**src/rtl/exec_pipe_ctrl_if.sv**
```systemverilog
// Decode-stage and execution-stage signals exchanged with exec_pipe_ctrl.
// The master drives the ID instruction and EX flags. The slave returns control.
interface exec_pipe_ctrl_if #(
  parameter int REG_AW = 3
);
  logic              valid_id;
  logic [4:0]        op_id;
  logic [REG_AW-1:0] rs_id;
  logic [REG_AW-1:0] rt_id;
  logic [REG_AW-1:0] rd_id;
  logic [7:0]        target_id;
  logic [3:0]        flag_ex;

  logic [4:0]        op_ex;
  logic [1:0]        fwd_a;
  logic [1:0]        fwd_b;
  logic              stall;
  logic              flush;
  logic              pc_load;
  logic [7:0]        pc_target;
  logic [3:0]        flags_q;

  modport master (
    output valid_id, op_id, rs_id, rt_id, rd_id, target_id, flag_ex,
    input  op_ex, fwd_a, fwd_b, stall, flush, pc_load, pc_target, flags_q
  );

  modport slave (
    input  valid_id, op_id, rs_id, rt_id, rd_id, target_id, flag_ex,
    output op_ex, fwd_a, fwd_b, stall, flush, pc_load, pc_target, flags_q
  );
endinterface

```
**src/rtl/exec_pipe_ctrl.sv**
```systemverilog
// EX-stage pipeline controller: opcode register, two-entry destination scoreboard,
// forwarding selects, load-use stall, branch redirect with fixed flush, and flags.
module exec_pipe_ctrl #(
  parameter int         REG_AW       = 3,
  parameter int         FLUSH_CYCLES = 2,
  parameter logic [4:0] NOP_OP       = 5'b11100
) (
  input  logic            clk,
  input  logic            reset,
  exec_pipe_ctrl_if.slave bus
);

  localparam logic [4:0] OP_JMP   = 5'b10000;
  localparam logic [4:0] OP_BZ    = 5'b10001;
  localparam logic [4:0] OP_STORE = 5'b10100;
  localparam logic [4:0] OP_LOAD  = 5'b10101;
  localparam logic [4:0] OP_IN    = 5'b10110;
  localparam logic [4:0] OP_OUT   = 5'b10111;
  localparam logic [2:0] CNT_INIT = 3'(FLUSH_CYCLES - 1);

  typedef struct packed {
    logic              valid;
    logic [REG_AW-1:0] rd;
    logic              is_load;
  } ex_entry_t;

  // Load-ness only matters for the stall decision in EX, so WB keeps valid and rd.
  typedef struct packed {
    logic              valid;
    logic [REG_AW-1:0] rd;
  } wb_entry_t;

  typedef enum logic {S_IDLE, S_FLUSH} state_t;

  function automatic logic is_alu(input logic [4:0] op);
    return op[4] == 1'b0;
  endfunction

  function automatic logic is_shift(input logic [4:0] op);
    return op inside {5'b11001, 5'b11010, 5'b11011};
  endfunction

  function automatic logic sets_flags(input logic [4:0] op);
    return is_alu(op) || is_shift(op) || (op == OP_IN);
  endfunction

  function automatic logic writes_rd(input logic [4:0] op);
    return sets_flags(op) || (op == OP_LOAD);
  endfunction

  function automatic logic reads_rs(input logic [4:0] op);
    return is_alu(op) || is_shift(op) || (op == OP_STORE) || (op == OP_OUT);
  endfunction

  function automatic logic reads_rt(input logic [4:0] op);
    return (op[4:3] == 2'b00) || is_shift(op) || (op == OP_STORE);
  endfunction

  logic [4:0] op_ex_q, op_ex_d;
  logic [7:0] target_ex_q, target_ex_d;
  ex_entry_t  sb_ex_q, sb_ex_d;
  wb_entry_t  sb_wb_q, sb_wb_d;
  logic [3:0] flags_q, flags_d;
  state_t     state_q, state_d;
  logic [2:0] cnt_q, cnt_d;
  logic [7:0] pc_target_q, pc_target_d;

  logic a_ex, a_wb, b_ex, b_wb;
  logic stall, flush, pc_load, advance, branch_taken;

  // Hazard detection, forwarding and EX advance.
  always_comb begin
    // NOTE: every always_comb output gets a default first so no path can infer a latch.
    a_ex = reads_rs(bus.op_id) && sb_ex_q.valid && (sb_ex_q.rd == bus.rs_id);
    a_wb = reads_rs(bus.op_id) && sb_wb_q.valid && (sb_wb_q.rd == bus.rs_id);
    b_ex = reads_rt(bus.op_id) && sb_ex_q.valid && (sb_ex_q.rd == bus.rt_id);
    b_wb = reads_rt(bus.op_id) && sb_wb_q.valid && (sb_wb_q.rd == bus.rt_id);

    stall   = bus.valid_id && sb_ex_q.is_load && (a_ex || b_ex) && !flush;
    advance = bus.valid_id && !stall && !flush;

    op_ex_d     = advance ? bus.op_id : NOP_OP;
    target_ex_d = advance ? bus.target_id : target_ex_q;
    sb_ex_d     = '0;
    if (advance) begin
      sb_ex_d.valid   = writes_rd(bus.op_id);
      sb_ex_d.rd      = bus.rd_id;
      sb_ex_d.is_load = (bus.op_id == OP_LOAD);
    end
    sb_wb_d = '{valid: sb_ex_q.valid, rd: sb_ex_q.rd};

    flags_d      = sets_flags(op_ex_q) ? bus.flag_ex : flags_q;
    branch_taken = (op_ex_q == OP_JMP) || ((op_ex_q == OP_BZ) && flags_q[1]);
  end

  always_comb begin
    bus.fwd_a = 2'b00;
    if (a_ex && !sb_ex_q.is_load) bus.fwd_a = 2'b01;
    else if (a_wb)                bus.fwd_a = 2'b10;

    bus.fwd_b = 2'b00;
    if (b_ex && !sb_ex_q.is_load) bus.fwd_b = 2'b01;
    else if (b_wb)                bus.fwd_b = 2'b10;
  end

  // Redirect FSM: next state.
  always_comb begin
    state_d     = state_q;
    cnt_d       = cnt_q;
    pc_target_d = pc_target_q;
    case (state_q)
      S_IDLE: begin
        if (branch_taken) begin
          state_d     = S_FLUSH;
          cnt_d       = CNT_INIT;
          pc_target_d = target_ex_q;
        end
      end
      S_FLUSH: begin
        if (cnt_q == 3'd0) state_d = S_IDLE;
        else               cnt_d   = cnt_q - 3'd1;
      end
      default: state_d = S_IDLE;
    endcase
  end

  // Redirect FSM: outputs. pc_load marks the first flush cycle only.
  always_comb begin
    flush   = (state_q == S_FLUSH);
    pc_load = flush && (cnt_q == CNT_INIT);
  end

  always_ff @(posedge clk or negedge reset) begin
    if (!reset) begin
      op_ex_q     <= NOP_OP;
      target_ex_q <= '0;
      sb_ex_q     <= '0;
      sb_wb_q     <= '0;
      flags_q     <= '0;
      state_q     <= S_IDLE;
      cnt_q       <= '0;
      pc_target_q <= '0;
    end else begin
      // NOTE: state updates use non-blocking assignments so every register samples pre-edge values.
      op_ex_q     <= op_ex_d;
      target_ex_q <= target_ex_d;
      sb_ex_q     <= sb_ex_d;
      sb_wb_q     <= sb_wb_d;
      flags_q     <= flags_d;
      state_q     <= state_d;
      cnt_q       <= cnt_d;
      pc_target_q <= pc_target_d;
    end
  end

  assign bus.op_ex     = op_ex_q;
  assign bus.stall     = stall;
  assign bus.flush     = flush;
  assign bus.pc_load   = pc_load;
  assign bus.pc_target = pc_target_q;
  assign bus.flags_q   = flags_q;

endmodule

```
**src/flat_wrapper.sv**
```systemverilog
// flat-port wrapper written by rule: the top's interface ports become plain ports
module exec_pipe_ctrl_flat 
#(
  parameter int         REG_AW       = 3,
  parameter int         FLUSH_CYCLES = 2,
  parameter logic [4:0] NOP_OP       = 5'b11100
)
  (clk, reset, bus_valid_id, bus_op_id, bus_rs_id, bus_rt_id, bus_rd_id, bus_target_id, bus_flag_ex, bus_op_ex, bus_fwd_a, bus_fwd_b, bus_stall, bus_flush, bus_pc_load, bus_pc_target, bus_flags_q);
  exec_pipe_ctrl_if #(.REG_AW(REG_AW)) bus_i ();
  input  logic clk;
  input  logic reset;
  input wire logic [$bits(bus_i.valid_id)-1:0] bus_valid_id;
  input wire logic [$bits(bus_i.op_id)-1:0] bus_op_id;
  input wire logic [$bits(bus_i.rs_id)-1:0] bus_rs_id;
  input wire logic [$bits(bus_i.rt_id)-1:0] bus_rt_id;
  input wire logic [$bits(bus_i.rd_id)-1:0] bus_rd_id;
  input wire logic [$bits(bus_i.target_id)-1:0] bus_target_id;
  input wire logic [$bits(bus_i.flag_ex)-1:0] bus_flag_ex;
  output wire logic [$bits(bus_i.op_ex)-1:0] bus_op_ex;
  output wire logic [$bits(bus_i.fwd_a)-1:0] bus_fwd_a;
  output wire logic [$bits(bus_i.fwd_b)-1:0] bus_fwd_b;
  output wire logic [$bits(bus_i.stall)-1:0] bus_stall;
  output wire logic [$bits(bus_i.flush)-1:0] bus_flush;
  output wire logic [$bits(bus_i.pc_load)-1:0] bus_pc_load;
  output wire logic [$bits(bus_i.pc_target)-1:0] bus_pc_target;
  output wire logic [$bits(bus_i.flags_q)-1:0] bus_flags_q;
  assign bus_i.valid_id = bus_valid_id;
  assign bus_i.op_id = bus_op_id;
  assign bus_i.rs_id = bus_rs_id;
  assign bus_i.rt_id = bus_rt_id;
  assign bus_i.rd_id = bus_rd_id;
  assign bus_i.target_id = bus_target_id;
  assign bus_i.flag_ex = bus_flag_ex;
  assign bus_op_ex = bus_i.op_ex;
  assign bus_fwd_a = bus_i.fwd_a;
  assign bus_fwd_b = bus_i.fwd_b;
  assign bus_stall = bus_i.stall;
  assign bus_flush = bus_i.flush;
  assign bus_pc_load = bus_i.pc_load;
  assign bus_pc_target = bus_i.pc_target;
  assign bus_flags_q = bus_i.flags_q;
  exec_pipe_ctrl #(.REG_AW(REG_AW), .FLUSH_CYCLES(FLUSH_CYCLES), .NOP_OP(NOP_OP)) u_core (.clk(clk), .reset(reset), .bus(bus_i));
endmodule
```
**config.mk**
```make
export PLATFORM = sky130hd
export DESIGN_NAME = exec_pipe_ctrl_flat
export DESIGN_NICKNAME = d
export VERILOG_FILES = /design/src/rtl/exec_pipe_ctrl_if.sv /design/src/rtl/exec_pipe_ctrl.sv /design/src/flat_wrapper.sv
export SDC_FILE = /design/constraint.sdc
export NUM_CORES = 1
export LEC_CHECK = 0
export ABC_AREA = 1
export BUFFER_PORTS_ARGS = -buffer_cell sky130_fd_sc_hd__clkbuf_2
export CORE_MARGIN = 5
export CORE_UTILIZATION = 54
export CTS_CLUSTER_SIZE = 24
export DETAILED_ROUTE_END_ITERATION = 6
export GPL_ROUTABILITY_DRIVEN = 0
export PLACE_DENSITY_LB_ADDON = 0.12
export SKIP_LAST_GASP = 1
export SYNTH_ARGS = -nofsm -noshare
export SYNTH_HDL_FRONTEND = slang
export SYNTH_SLANG_ARGS = --single-unit
export TNS_END_PERCENT = 5
```
**constraint.sdc**
```tcl
create_clock -name clk -period 2.2 [get_ports clk]
set_input_delay 0.44 -clock clk [delete_from_list [all_inputs] [get_ports clk]]
set_output_delay 0.44 -clock clk [all_outputs]
set_load 0.01 [all_outputs]
```
==> run_results.csv, run 1 <==
group,metric,value,unit
finish,fillers,260,
power,power.internal,0.001369,W
timing,clock.fmax,0.4862,GHz
finish,fin_cells,286,
timing,max_slew_margin,60.99,%
clock_network,post-cts-setup-buffers,0,
power,power_switching_share,31.28,%
grt,gr-usage-all-layers,19.24,%
setup_path,crit_path_start_kind,"flop",
timing,fin_crit_sh,93.49,%
timing,worst_pin_slew,0.5852,ns
grt,grtUsageMet2,35.02,%
power,switchingPower,0.0006231,W
hold_path,hp-class,"input port to async pin",
setup_path,cp_data_required_time,1.76,ns
yosys,yosysUniqueCellTypes,29,
drt,wl_per_cell,13.45,um
floorplanning,io_pins,53,
grt,grt_remaining_overflow,0,
power,sequentialPowerShare,49.5,%
yosys,synth_nets,213,
setup_path,worstPathArrival,1.62,ns
placement,place_ws,0.3199,ns
floorplanning,coreArea,3078,sq um
floorplanning,initial_utilization,56.95,%
timing,setup_tns,0,ns
yosys,netlist_area,1753,sq um
setup_path,crit_path_end_kind,"output pin",
power,clockPowerShare,22.8,%
setup_path,crit_slowest_cell,"dfrtp_1",
yosys,ys_seq_area_share,54.46,%
timing,setup_violations,0,
clock_network,clock_latency,0.34,ns
clock_network,cts_hold_buf,0,
timing,hold_violations,0,
yosys,synth-main-ff-cell,"dfrtp_1",
clock_network,cts_made_buffers,5,
clock_network,tritoncts,"done",
clock_network,root_buffer,"clkbuf_4",
timing,period_needed,2.057,ns
setup_path,slowest_delay,0.43,ns
clock_network,ctsHtreeMaxLevel,2,
drt,routed_wl,3847,um
power,total_power,0.001992,W
floorplanning,die_h,66.98,um
placement,port_buffers,52,
yosys,async_flop_share,100.0,%
drt,drc_errors,0,
grt,grt.busiest_layer,"met2",
grt,grt_util_met3,6.408,%
floorplanning,row_count,20,
power,p_comb_share,27.7,%
clock_network,clock_path_buffers,2,
drt,ant_nets,0,
placement,placed_cells,278,
grt,grt_pass1_vias,1416,
flow_run,drv_cap,0,
run_status,outcome,"finished clean",
timing,finalHoldWorstSlack,0.08442,ns
finish,layout.nets,273,
yosys,synth_edf_count,0,
drt,vias,1445,
yosys,synth_seq_cells,38,
timing,layout_setup_ws,0.1432,ns
timing,rsz0062_at_grt,"no",
timing,clock-skew-final,0.01150,ns
finish,final_layout_size_suffix_gt1_share,34.30,%
grt,grt_pass1_wl,6279,um
drt,drtIter0Drc,40,
finish,syn2layout_area_growth,22.70,%
grt,antenna_found_initial,0,
floorplanning,die_area,4486,sq um
yosys,netlist_instances,181,
drt,dr.pass1.iters,4,
setup_path,cp_max_fo,3,
yosys,yosys_warnings,0,
setup_path,r2r_setup_slack,0.63,ns
grt,grt_max_degree,24,
setup_path,crit_type,"flop to output pin",
floorplanning,fp.dieW,66.98,um
power,p_per_area,926.0,nW/um^2
timing,report.final.slew_viol_count,0,
clock_network,post_cts_resized,0,
finish,num_antenna_cells,0,
clock_network,path_clk_slew,0.11,ns
yosys,syn_avg_cell_area,9.685,sq um
setup_path,crit_path_cell_trace,"xnor2_1 > nand2_1 > nor2_1 > nand2_1 > nor2_1 > nand3b_1 > inv_1 > clkbuf_2",
drt,vias_per_cell,5.052,
power,power.leakage,1.185,nW
clock_network,cts.sinks,38,
power,peakVddDrop,0.5245,mV
placement,hpwl,3069,um
grt,use_met1,21.13,%
[cell families (layout without fill, tap and decap cells)]
logic type	count (synthesis)	count (layout)	synth area share, %
AOI/OAI and AO/OA	8	8	2.784
xor gates and xnor gates	9	9	4.496
adders and majority gates	3	3	2.142
buffers and inverters	26	87	6.210
DFF	38	38	54.46
muxes	11	11	7.066
and+or+nand+nor	86	86	22.84
[stage by stage]
step	utilization [%]	instance area, sq um
2_1_floorplan	-	1753
3_3_place_gp	67.44	2076
3_5_place_dp	67.44	2076
4_1_cts	69.88	2151
5_1_grt	69.88	2151
6_report	69.88	2151
[metal layers]
| layer | vias up | routed length, um |
|---|---|---|
| met2 | 55 | 1896 |
| li1 | 702 | - |
| met1 | 684 | 1612 |
| met4 | 0 | 28 |
| met3 | 4 | 310 |
| met5 | - | 0 |
[power groups by stage]
stage	logic [W]	clock network (W)	registers (W)
global route	0.000624	0.000499	0.00101
finish	0.000551	0.000454	0.000986
global placement	0.000530	0	0.000985
CTS	0.000563	0.000466	0.000986
floorplan	0.000288	0	0.00103
detailed placement	0.000560	0	0.00100
[layout by cell type, fill, tap and decap left out, types with 2 or more instances in the layout]
cell type	synthesis	layout
o21ai_0	4	4
nand3_1	16	16
dfrtp_1	35	35
xnor2_1	4	4
o22ai_1	2	2
ha_1	3	3
clkbuf_4	0	5
clkbuf_1	1	2
mux2_1	4	4
inv_1	21	21
buf_4	1	4
xor2_1	5	5
nand2_1	35	35
clkbuf_2	0	52
inv_2	2	2
nor2_1	19	19
nand3_2	4	4
mux2_2	7	7
dfstp_2	3	3
nor3_1	3	3
nor4_1	2	2
[cells in the mapped netlist, types with 2 or more instances]
| master | n | share of area, % |
|---|---|---|
| dfrtp_1 | 35 | 50 |
| dfstp_2 | 3 | 4.5 |
| ha_1 | 3 | 2.1 |
| inv_1 | 21 | 4.5 |
| inv_2 | 2 | 0.43 |
| mux2_1 | 4 | 2.6 |
| mux2_2 | 7 | 4.5 |
| nand2_1 | 35 | 7.5 |
| nand3_1 | 16 | 4.6 |
| nand3_2 | 4 | 2.3 |
| nor2_1 | 19 | 4.1 |
| nor3_1 | 3 | 0.86 |
| nor4_1 | 2 | 0.71 |
| o21ai_0 | 4 | 1.1 |
| o22ai_1 | 2 | 0.71 |
| xnor2_1 | 4 | 2.0 |
| xor2_1 | 5 | 2.5 |
[worst max-delay path, delay by kind of cell, from the launching register on]
kind	cells	cell delay (ns)
and+or+nand+nor	5	0.54
buffers and inverters	2	0.16
DFF	1	0.43
xor gates and xnor gates	1	0.15
[path summary, 6_finish.rpt]
check,from,to,cells after the start
worst max-delay path,u_core.sb_ex_q[2]$_DFF_PN0_,bus_fwd_a[1],8
worst min-delay path,reset,u_core.cnt_q[0]$_DFFE_PN0P_,1
worst max register to register,u_core.sb_ex_q[2]$_DFF_PN0_,u_core.target_ex_q[0]$_DFFE_PN0P_,10
worst min register to register,u_core.sb_ex_q[4]$_DFF_PN0_,u_core.sb_wb_q[3]$_DFF_PN0_,0
max in group asynchronous,reset,u_core.bus.op_ex[4]$_DFF_PN1_,2
min in group clk,bus_rd_id[2],u_core.sb_ex_q[3]$_DFF_PN0_,3
[state kept, by name (all words and copies together) (netlist names)]
signal and count:
u_core.bus.flags_q 4, u_core.bus.flush 1, u_core.bus.op_ex 5, u_core.bus.pc_target 8, u_core.cnt_q 3, u_core.sb_ex_q 5
u_core.sb_wb_q 4, u_core.target_ex_q 8
[area by class of cell]
cell class / instances / area (sq um) / share of cell area [%]
Multi-Input combinational cell: 117 / 689.4 / 32.05
Clock buffer: 7 / 45.04 / 2.094
Sequential cell: 38 / 954.7 / 44.39
Inverter: 23 / 86.33 / 4.014
Timing Repair Buffer: 56 / 290.3 / 13.50
Clock inverter: 1 / 30.03 / 1.396
Tap cell: 44 / 55.05 / 2.560
No activity file was read; power rests on OpenSTA's default activity.
==> inputs of run 2 (changes only) <==
--- a/config.mk
+++ b/config.mk
@@ -7,12 +7,12 @@
 export LEC_CHECK = 0
 export ABC_AREA = 1
 export BUFFER_PORTS_ARGS = -buffer_cell sky130_fd_sc_hd__clkbuf_2
-export CORE_MARGIN = 5
+export CORE_MARGIN = 10
 export CORE_UTILIZATION = 54
 export CTS_CLUSTER_SIZE = 24
 export DETAILED_ROUTE_END_ITERATION = 6
 export GPL_ROUTABILITY_DRIVEN = 0
-export PLACE_DENSITY_LB_ADDON = 0.12
+export PLACE_DENSITY = 0.93
 export SKIP_LAST_GASP = 1
 export SYNTH_ARGS = -nofsm -noshare
 export SYNTH_HDL_FRONTEND = slang
==> run_results.csv, run 2 (synthesis results as in run 1) <==
group,metric,value,unit
run_status,outcome,"finished clean",
flow_run,drv_cap,0,
clock_network,ctsHtreeMaxLevel,2,
floorplanning,row_count,20,
timing,hold_violations,0,
floorplanning,io_pins,53,
clock_network,clock_path_buffers,2,
timing,fin_crit_sh,92.58,%
timing,max_slew_margin,60.16,%
setup_path,cp_max_fo,3,
finish,final_cell_mix,"52 x clkbuf_2, 35 x nand2_1, 35 x dfrtp_1, 21 x inv_1, 19 x nor2_1",
drt,top_layer,"met4",
finish,fin_cells,286,
finish,final_common_cell,"clkbuf_2",
clock_network,cts.sinks,38,
grt,grt_max_degree,26,
timing,report.final.slew_viol_count,0,
grt,antenna_found_initial,0,
drt,vias,1411,
drt,wl_per_cell,13.87,um
setup_path,worstPathArrival,1.60,ns
clock_network,post_cts_resized,0,
finish,num_antenna_cells,0,
finish,final_layout_size_suffix_gt1_share,34.71,%
drt,met1_length,1620,um
floorplanning,coreArea,3078,sq um
drt,drc_errors,0,
drt,wl_met2,1986,um
timing,setup_tns,0,ns
setup_path,crit_path_cell_trace,"xnor2_1 > nand2_1 > nor2_1 > nand2_1 > nor2_1 > nand3b_1 > inv_1 > clkbuf_2",
power,peakVddDrop,0.5481,mV
clock_network,cts_made_buffers,5,
setup_path,critPathBufInv,2,
timing,worst_pin_slew,0.5976,ns
grt,gr-usage-all-layers,13.45,%
setup_path,slowest_delay,0.44,ns
grt,grt_remaining_overflow,0,
clock_network,post-cts-setup-buffers,0,
setup_path,crit_path_start_kind,"flop",
finish,layout.nets,273,
drt,routed_wl,3966,um
clock_network,path_clk_slew,0.11,ns
timing,clock-skew-final,0.01127,ns
timing,period_needed,2.037,ns
floorplanning,die_area,5925,sq um
drt,wl_met3,297,um
finish,fillers,260,
clock_network,clock_latency,0.34,ns
grt,grt_pass1_vias,1433,
clock_network,root_buffer,"clkbuf_4",
finish,syn2layout_area_growth,21.84,%
placement,port_buffers,52,
timing,rsz0062_at_grt,"no",
finish,fin_util,69.39,%
setup_path,cp_data_required_time,1.76,ns
clock_network,cts_hold_buf,0,
grt,grt_pass1_wl,6555,um
power,p_per_area,890.7,nW/um^2
hold_path,hp-class,"input port to async pin",
drt,drtIter0Drc,53,
timing,setup_violations,0,
setup_path,crit_path_end_kind,"output pin",
clock_network,tritoncts,"done",
timing,clock.fmax,0.4910,GHz
placement,hpwl,3188,um
placement,placed_cells,278,
drt,ant_nets,0,
setup_path,crit_slowest_cell,"dfrtp_1",
floorplanning,die_h,76.98,um
floorplanning,initial_utilization,56.95,%
setup_path,crit_type,"flop to output pin",
drt,dr.pass1.iters,4,
setup_path,cpLargestDelayFamily,"simple AND/OR/NAND/NOR gates",
floorplanning,fp.dieW,76.98,um
power,power.leakage,1.181,nW
drt,vias_per_cell,4.934,
run 2: changes by cell type in the layout (fill, tap and decap cells not counted):
cell	before	now
bufinv_16	1	0
clkbuf_1	2	1
clkbuf_8	0	1
clkinv_2	0	1
run 2: final timing paths:
path	startpoint	endpoint	slack (ns)	cells after the start
worst max-delay path	u_core.sb_ex_q[2]$_DFF_PN0_	bus_fwd_a[1]	0.16	8
worst min-delay path	reset	u_core.sb_ex_q[3]$_DFF_PN0_	0.09	1
worst max register to register	u_core.sb_ex_q[2]$_DFF_PN0_	u_core.bus.op_ex[1]$_DFF_PN0_	0.59	9
worst min register to register	u_core.sb_ex_q[4]$_DFF_PN0_	u_core.sb_wb_q[3]$_DFF_PN0_	0.42	0
max in group asynchronous	reset	u_core.bus.op_ex[4]$_DFF_PN1_	1.47	2
min in group clk	bus_rd_id[2]	u_core.sb_ex_q[3]$_DFF_PN0_	0.28	3
run 2: through the flow:
step	hold WS [ns]	total power (W)	setup slack (ns)	area (sq um)
after floorplan	0.1444	0.001315	0.5019	1753
after global placement	0.3960	0.001522	0.4056	2076
after detailed placement	0.4013	0.001557	0.3334	2076
after CTS	0.1000	0.001923	0.1308	2136
after global routing	0.09322	0.002047	0.003660	2136
final	0.08597	0.001902	0.1632	2136
run 2: routing by layer:
layer,global-route usage [%],up-vias
met5,0,-
met1,13.69,666
met3,6.177,5
li1,-,699
met2,23.61,41
met4,4.927,0
run 2: layout make-up:
class | count | area (sq um) | share of cell area, %
clock inverter | 1 | 5.005 | 0.2343
tap | 44 | 55.05 | 2.578
sequential | 38 | 954.7 | 44.70
multi-input combinational | 117 | 689.4 | 32.28
inverter | 23 | 86.33 | 4.042
clock buffer | 7 | 55.05 | 2.578
timing repair buffer | 56 | 290.3 | 13.59
run 2: power breakdown:
group	leakage [nW]	total (W)	switching, W	internal, W
combinational	0.673	0.000553	0.000304	0.000249
sequential	0.473	0.000979	0.000102	0.000878
clock	0.0353	0.000370	0.000215	0.000155
total	1.18	0.00190	0.000621	0.00128
